$ cat config.mk
export PLATFORM = sky130hd
export DESIGN_NAME = lfsr_decrypt_engine
export DESIGN_NICKNAME = d
export VERILOG_FILES = /design/src/rtl/lfsr_pkg.sv /design/src/rtl/lfsr_step.sv /design/src/rtl/lfsr_decrypt_engine.sv
export SDC_FILE = /design/constraint.sdc
export NUM_CORES = 1
export LEC_CHECK = 0
export ABC_AREA = 1
export ABC_CLOCK_PERIOD_IN_PS = 4000
export BUFFER_PORTS_ARGS = -buffer_cell sky130_fd_sc_hd__buf_4
export CELL_PAD_IN_SITES_DETAIL_PLACEMENT = 1
export CELL_PAD_IN_SITES_GLOBAL_PLACEMENT = 1
export CORE_ASPECT_RATIO = 1.1
export CORE_UTILIZATION = 30
export DETAILED_ROUTE_END_ITERATION = 16
export GPL_TIMING_DRIVEN = 0
export PLACE_DENSITY_LB_ADDON = 0.1
export REMOVE_ABC_BUFFERS = 1
export SLEW_MARGIN = 0
export SYNTH_ARGS = -nofsm -noshare
export SYNTH_HDL_FRONTEND = slang
export SYNTH_HIERARCHICAL = 1
export SYNTH_SLANG_ARGS = --single-unit
$ cat constraint.sdc
create_clock -name Clk -period 4 [get_ports Clk]
set_input_delay 0.2 -clock Clk [delete_from_list [all_inputs] [get_ports Clk]]
set_output_delay 0.2 -clock Clk [all_outputs]
set_load 0.005 [all_outputs]
$ cat src/rtl/lfsr_pkg.sv
`default_nettype none
// ============================================================================
//  Module      : lfsr_pkg
//  Description : Shared types and constants for the LFSR decrypt engine:
//                FSM state encoding, default tap-pattern table and the ASCII
//                offset added to every recovered plaintext byte.
//  Revision    : 1.0 - initial release
// ============================================================================
package lfsr_pkg;

  localparam int c_def_lw     = 7;
  localparam int c_def_n_ptrn = 9;

  // Entry 0 sits in the low bits, so c_taps_default[0] == 7'h60.
  localparam logic [c_def_n_ptrn-1:0][c_def_lw-1:0] c_taps_default = {
    7'h7B, 7'h7E, 7'h5C, 7'h69, 7'h6A, 7'h72, 7'h78, 7'h48, 7'h60
  };

  // Plaintext is transported as (character - space), so space is added back.
  localparam logic [7:0] c_ascii_ofs = 8'h20;

  typedef enum logic [2:0] {
    ST_IDLE    = 3'd0,
    ST_SEED    = 3'd1,
    ST_DETECT  = 3'd2,
    ST_DECRYPT = 3'd3,
    ST_DONE    = 3'd4
  } state_e;

  // Width of an index into n items, never narrower than one bit.
  function automatic int idx_width(input int n);
    return (n > 1) ? $clog2(n) : 1;
  endfunction

endpackage
`default_nettype wire

$ cat src/rtl/lfsr_step.sv
`default_nettype none
// ============================================================================
//  Module      : lfsr_step
//  Description : Combinational one-step advance of a Fibonacci-style LFSR.
//                Shifts left and feeds the tapped parity into bit 0.
//  Revision    : 1.0 - initial release
// ============================================================================
module lfsr_step #(
  parameter int LW = 7
) (
  input  logic [LW-1:0] state_i,
  input  logic [LW-1:0] taps_i,
  output logic [LW-1:0] next_o
);

  assign next_o = {state_i[LW-2:0], ^(state_i & taps_i)};

endmodule
`default_nettype wire

$ cat src/rtl/lfsr_decrypt_engine.sv
`default_nettype none
// ============================================================================
//  Module      : lfsr_decrypt_engine
//  Description : Streaming decryptor for LFSR-encrypted 7-bit text. Byte 0
//                carries the seed, the following preamble bytes (plain
//                spaces) identify which of N_PTRN tap patterns is in use,
//                and the rest of the message is XOR-decrypted with that
//                pattern's keystream. One plaintext byte per cipher byte,
//                single-entry output register with ready/valid back-pressure.
//  Options     : define LFSR_PARITY_CHECK_EN to build the per-byte parity
//                checker (par_err / err_cnt); otherwise both read zero.
//  Revision    : 1.0 - initial release
// ============================================================================
module lfsr_decrypt_engine
  import lfsr_pkg::*;
#(
  parameter int                          LW      = 7,
  parameter int                          N_PTRN  = 9,
  parameter int                          MSG_LEN = 64,
  parameter int                          PRE_LEN = 10,
  parameter logic [N_PTRN-1:0][LW-1:0]   TAPS    = c_taps_default,
  localparam int                         PW      = idx_width(N_PTRN),
  localparam int                         EW      = $clog2(MSG_LEN + 1)
) (
  input  logic          Clk,
  input  logic          Reset,
  input  logic          Start,
  input  logic          in_valid,
  output logic          in_ready,
  input  logic [LW:0]   in_data,
  output logic          out_valid,
  input  logic          out_ready,
  output logic [LW:0]   out_data,
  output logic          Ack,
  output logic [PW-1:0] ptrn_idx,
  output logic [LW-1:0] seed,
  output logic          no_match,
  output logic          par_err,
  output logic [EW-1:0] err_cnt
);

  localparam int         CW    = $clog2(MSG_LEN);
  localparam logic [LW:0] c_ofs = (LW + 1)'(c_ascii_ofs);

  state_e               state_q, state_d;
  logic [CW-1:0]        cnt_q, cnt_d;
  logic [LW-1:0]        cand_q [N_PTRN];
  logic [LW-1:0]        cand_d [N_PTRN];
  logic [N_PTRN-1:0]    alive_q, alive_d;
  logic [PW-1:0]        idx_q, idx_d;
  logic [LW-1:0]        seed_q, seed_d;
  logic                 no_match_q, no_match_d;
  logic                 out_valid_q, out_valid_d;
  logic [LW:0]          out_data_q, out_data_d;

  logic [LW-1:0]        w_next [N_PTRN];
  logic [N_PTRN-1:0]    w_match;
  logic [N_PTRN-1:0]    w_live;
  logic [PW-1:0]        w_low_idx;
  logic                 w_any;
  logic                 w_active;
  logic                 w_xfer;
  logic [LW-1:0]        w_key;

  // One next-state generator per candidate pattern; a candidate survives a
  // preamble byte only when its stepped state equals the received data bits.
  generate
    for (genvar k = 0; k < N_PTRN; k++) begin : g_step
      lfsr_step #(.LW(LW)) u_step (
        .state_i (cand_q[k]),
        .taps_i  (TAPS[k]),
        .next_o  (w_next[k])
      );
      assign w_match[k] = (w_next[k] == in_data[LW-1:0]);
    end
  endgenerate

  assign w_live   = alive_q & w_match;
  assign w_any    = |w_live;
  assign w_active = (state_q == ST_SEED) || (state_q == ST_DETECT) ||
                    (state_q == ST_DECRYPT);
  assign in_ready = Reset && w_active && (!out_valid_q || out_ready);
  assign w_xfer   = in_valid && in_ready;

  // Lowest-index surviving candidate after the current preamble byte.
  always_comb begin
    w_low_idx = '0;
    for (int k = N_PTRN - 1; k >= 0; k--) begin
      if (w_live[k]) w_low_idx = PW'(k);
    end
  end

  // Keystream byte for the current input: the seed itself for byte 0, the
  // leading survivor during detection, the locked pattern afterwards.
  always_comb begin
    case (state_q)
      ST_SEED:   w_key = in_data[LW-1:0];
      ST_DETECT: w_key = w_next[w_low_idx];
      default:   w_key = w_next[idx_q];
    endcase
  end

  // FSM next-state, candidate bookkeeping and output register loading.
  always_comb begin
    state_d     = state_q;
    cnt_d       = cnt_q;
    cand_d      = cand_q;
    alive_d     = alive_q;
    idx_d       = idx_q;
    seed_d      = seed_q;
    no_match_d  = no_match_q;
    out_valid_d = out_valid_q;
    out_data_d  = out_data_q;

    if (w_xfer) begin
      out_valid_d = 1'b1;
      out_data_d  = {1'b0, in_data[LW-1:0] ^ w_key} + c_ofs;
    end else if (out_ready) begin
      out_valid_d = 1'b0;
    end

    case (state_q)
      ST_IDLE, ST_DONE: begin
        if (Start) begin
          state_d    = ST_SEED;
          cnt_d      = '0;
          alive_d    = '0;
          no_match_d = 1'b0;
        end
      end
      ST_SEED: begin
        if (w_xfer) begin
          seed_d  = in_data[LW-1:0];
          for (int k = 0; k < N_PTRN; k++) cand_d[k] = in_data[LW-1:0];
          alive_d = '1;
          cnt_d   = CW'(1);
          state_d = ST_DETECT;
        end
      end
      ST_DETECT: begin
        if (w_xfer) begin
          cand_d  = w_next;
          alive_d = w_live;
          cnt_d   = cnt_q + CW'(1);
          if (cnt_q == CW'(PRE_LEN - 1)) begin
            if (w_any) begin
              idx_d   = w_low_idx;
              state_d = ST_DECRYPT;
            end else begin
              no_match_d = 1'b1;
              state_d    = ST_DONE;
            end
          end else if (!w_any) begin
            no_match_d = 1'b1;
            state_d    = ST_DONE;
          end
        end
      end
      ST_DECRYPT: begin
        if (w_xfer) begin
          cand_d = w_next;
          cnt_d  = cnt_q + CW'(1);
          if (cnt_q == CW'(MSG_LEN - 1)) state_d = ST_DONE;
        end
      end
      default: state_d = ST_IDLE;
    endcase
  end

  // State and datapath registers; reset discards any pending output byte.
  always_ff @(posedge Clk) begin
    if (!Reset) begin
      state_q     <= ST_IDLE;
      cnt_q       <= '0;
      for (int k = 0; k < N_PTRN; k++) cand_q[k] <= '0;
      alive_q     <= '0;
      idx_q       <= '0;
      seed_q      <= '0;
      no_match_q  <= 1'b0;
      out_valid_q <= 1'b0;
      out_data_q  <= '0;
    end else begin
      state_q     <= state_d;
      cnt_q       <= cnt_d;
      cand_q      <= cand_d;
      alive_q     <= alive_d;
      idx_q       <= idx_d;
      seed_q      <= seed_d;
      no_match_q  <= no_match_d;
      out_valid_q <= out_valid_d;
      out_data_q  <= out_data_d;
    end
  end

  assign out_valid = out_valid_q;
  assign out_data  = out_data_q;
  assign Ack       = (state_q == ST_DONE);
  assign ptrn_idx  = idx_q;
  assign seed      = seed_q;
  assign no_match  = no_match_q;

`ifdef LFSR_PARITY_CHECK_EN
  logic          par_err_q, par_err_d;
  logic [EW-1:0] err_cnt_q, err_cnt_d;
  logic          w_par_bad;
  logic          w_restart;

  assign w_par_bad = in_data[LW] ^ (^in_data[LW-1:0]);
  assign w_restart = Start && ((state_q == ST_IDLE) || (state_q == ST_DONE));

  // Sticky parity flag and saturating error count; cleared on each launch.
  always_comb begin
    par_err_d = par_err_q;
    err_cnt_d = err_cnt_q;
    if (w_restart) begin
      par_err_d = 1'b0;
      err_cnt_d = '0;
    end else if (w_xfer && w_par_bad) begin
      par_err_d = 1'b1;
      if (err_cnt_q != EW'(MSG_LEN)) err_cnt_d = err_cnt_q + EW'(1);
    end
  end

  // Parity status registers.
  always_ff @(posedge Clk) begin
    if (!Reset) begin
      par_err_q <= 1'b0;
      err_cnt_q <= '0;
    end else begin
      par_err_q <= par_err_d;
      err_cnt_q <= err_cnt_d;
    end
  end

  assign par_err = par_err_q;
  assign err_cnt = err_cnt_q;
`else
  // The parity bit is carried but ignored when the checker is not built.
  logic w_unused_par;
  assign w_unused_par = in_data[LW];
  assign par_err      = 1'b0;
  assign err_cnt      = '0;
`endif

endmodule
`default_nettype wire

==> flow_summary.toml <==
[setup_path]
path_delay_family = "simple AND/OR/NAND/NOR gates"
crit_cells = 25
cp.arrival_ns = 3.98
r2r_cells = 25
cpMostUsedCell = "nand2_1"
end_kind = "flip-flop"
slowest_delay_ns = 0.44
cp_max_fo = 6
critPathLaunchType = "flip-flop"
critical_path_class = "flip-flop to flip-flop"
cp_data_required_time_ns = 4.28
critPathBufInv = 1
slowest_stage = "dfxtp_1"

[cells_and_area]
final_layout_size_suffix_gt1_share_pct = 16.9
diodes = 0
final_area_um2 = 9660
layout.nets = 1531
area_delta_synth_final_pct = 8.78

[clock_network]
ctsLongestPathBuffers = 2
htree_levels = 3
tritoncts = "done"
hold_buffers = 0
clk_pin_slew_ns = 0.08
clk_latency_ns = 0.38
cts_made_buffers = 9
clock_sinks = 102
root_buffer = "clkbuf_16"

[power_and_ir_drop]
p_sw_share_pct = 46.3
p_sw_mw = 2.09
p_comb_share_pct = 43.9
power_mw = 4.51
pwr-share-seq_pct = 33.1
p_clk_share_pct = 22.9
peakVddDrop_mv = 0.273
powerDensity_nw_per_um2 = 467
intPower_mw = 2.42
leakage_nw = 4.53

[sta]
fin_crit_sh_pct = 92.7
tightest_slew_ns = 0.907
fin_ws_ns = 0.293
setup_tns_ns = 0
skew_ns = 0.0161
slew_headroom_pct = 39.4
hold_slack_ns = 0.0981
fin_crit_ns = 3.71
setup_viol = 0
fmax_ghz = 0.270
hold_viol_final = 0
drv_slew = 0

[die]
rows = 65
ioPinCount = 44
die_w_um = 166
coreArea_um2 = 28900
fp.dieH_um = 182
die_area_um2 = 30300
start_util_pct = 30.7

[synthesis]
post_synth_xor_area_fraction_pct = 2.37
synth-seq-cells = 102
synthArstFlopShare_pct = 0
syn_inst = 1513
syn_area_um2 = 8880
synth_edf_count = 0
synth.yosys.seq_area_share_pct = 23.0
yosys.area_share.simple_pct = 39.6
yosysWarnings = 6
synthAdderAreaFrac_pct = 0.423
ys_types = 51
ys.flop_type = "dfxtp_1"
synth_top_family_by_area = "simple AND/OR/NAND/NOR gates"
synthMuxAreaShare_pct = 0
syn_area_per_cell_um2 = 5.87
synth_compound_area_share_pct = 18.1

[placement]
pre_cts_ws_ns = -0.760
dp_hpwl_um = 23700
placed_area_um2 = 9050
place_congestion = 0.878
io_buffers = 34

[global_routing]
grt_usage_pct = 22.9
grt_max_degree = 86
grt_pass1_wl_um = 53500
overflow = 0
antenna_found_initial = 0
grt_pass1_vias = 9226

[routing]
routedWlPerCell_um = 18.2
drtIter0Drc = 564
ant_nets = 0
first_pass_iters = 11
drc = 1
viasPerCell = 5.04
vias = 9520
routed_wl_um = 34300

[job]
drv_cap = 0

[hold_path]
min_path_type = "input pin to flip-flop"
hold_path_depth = 4

[status]
violations = "DRC"
status = "finished, violations left"
layout by cell type (no fill, tap or decap), drive strengths merged, types with 7 or more instances in the layout:
cell    instances
a211oi          7
a21oi          52
a31oi          68
buf            48
clkbuf         10
conb           71
dfxtp         102
inv           151
nand2         584
nand3         109
nand4           8
nor2          103
nor3            7
o21ai         126
xor2           18
registers in the layout, summed over array words and instances, names as in the netlist:
signal     flops
out_valid      1
cnt_q          6
out_data       8
cand_q        63
alive_q        9
state_q        3
no_match       1
ptrn_idx       4
seed           7
per-layer routing:
| metal | track usage, % | wire length [um] |
|---|---|---|
| met5 | 0 | 0 |
| met4 | 9.42 | 981 |
| met3 | 2.47 | 1150 |
| met2 | 38.7 | 16000 |
| met1 | 29.8 | 16100 |
logic make-up after synthesis:
logic type | Yosys count
compound gates | 279
flops | 102
other cells | 2
xor+xnor | 24
buf+inv | 283
fa+ha+maj | 3
simple gates | 820
worst register-to-register path, stage by stage (launching register included):
cell and delay (ns):
dfxtp_1 0.44, nand2_1 0.13, nand2_1 0.07, nand2_1 0.05
nand2_1 0.07, nand2_1 0.06, nand2_1 0.05, nand2_1 0.18
xor2_1 0.22, nor4_1 0.30, nand3_2 0.29, nand2_8 0.20
buf_12 0.14, nand3_1 0.08, nand3_1 0.12, nand2_1 0.08
nand2_1 0.06, nand2_1 0.05, nand2_1 0.08, nand2_1 0.06
nand2_1 0.09, nand3_1 0.10, and2_1 0.19, ha_1 0.28
o21ai_0 0.16, nor2_1 0.06
power groups by stage:
stage,sequential (mW),combinational (mW),clock [mW]
2_1_floorplan,1.39,1.28,0
3_3_place_gp,1.50,1.83,0
3_5_place_dp,1.50,1.92,0
4_1_cts,1.49,1.94,1.06
5_1_grt,1.53,2.24,1.09
6_report,1.50,1.98,1.03
stage by stage:
stage          instances  utilization, %
3_5_place_dp        1856            31.3
2_1_floorplan       1451               -
3_3_place_gp        1853            31.1
4_1_cts             1875            32.7
5_1_grt             1888            33.4
6_report            1888            33.4
cell usage after synthesis, types with 4 or more instances:
master / n / share of area (%)
nand4_1: 7 / 0.49
nand2_1: 508 / 21
nor4_1: 4 / 0.28
nor2_1: 98 / 4.1
o21ai_0: 123 / 6.9
a21oi_1: 50 / 2.8
dfxtp_1: 102 / 23
buf_4: 66 / 5.6
nor3_1: 7 / 0.39
a211oi_1: 7 / 0.59
nand3_1: 108 / 6.1
xnor2_1: 6 / 0.59
o221ai_1: 6 / 0.59
inv_2: 61 / 2.6
clkbuf_1: 45 / 1.9
xor2_1: 18 / 1.8
a31oi_1: 68 / 4.8
nand2_2: 69 / 4.9
o211ai_1: 4 / 0.34
inv_1: 88 / 3.7
buf_6: 14 / 1.8
what timing repair did:
| action | CTS | global route |
|---|---|---|
| buffers inserted | 0 | 11 |
| hold endpoints to repair | 0 | 0 |
| resized for setup | 14 | 38 |
| endpoints found under the setup margin | 17 | 18 |
| pin swaps | 2 | 4 |
| gates cloned | 3 | 2 |
final timing paths:
kind / from / endpoint / slack (ns)
setup / recovery: cand_q[52] / out_data[6] / 0.29
hold reg to reg: out_data[6] / out_data[6] / 0.50
setup reg to reg: cand_q[52] / out_data[6] / 0.29
hold / removal: out_ready / out_valid / 0.1
layout make-up:
type	instances	area, um^2
inverter	152	589
clock inverter	6	93.8
clock buffer	10	239
fill	3858	19200
tap	368	460
timing repair buffer	48	413
multi-input combinational	1202	5780
sequential	102	2080
Note: power is estimated with default switching activity, not from simulation.
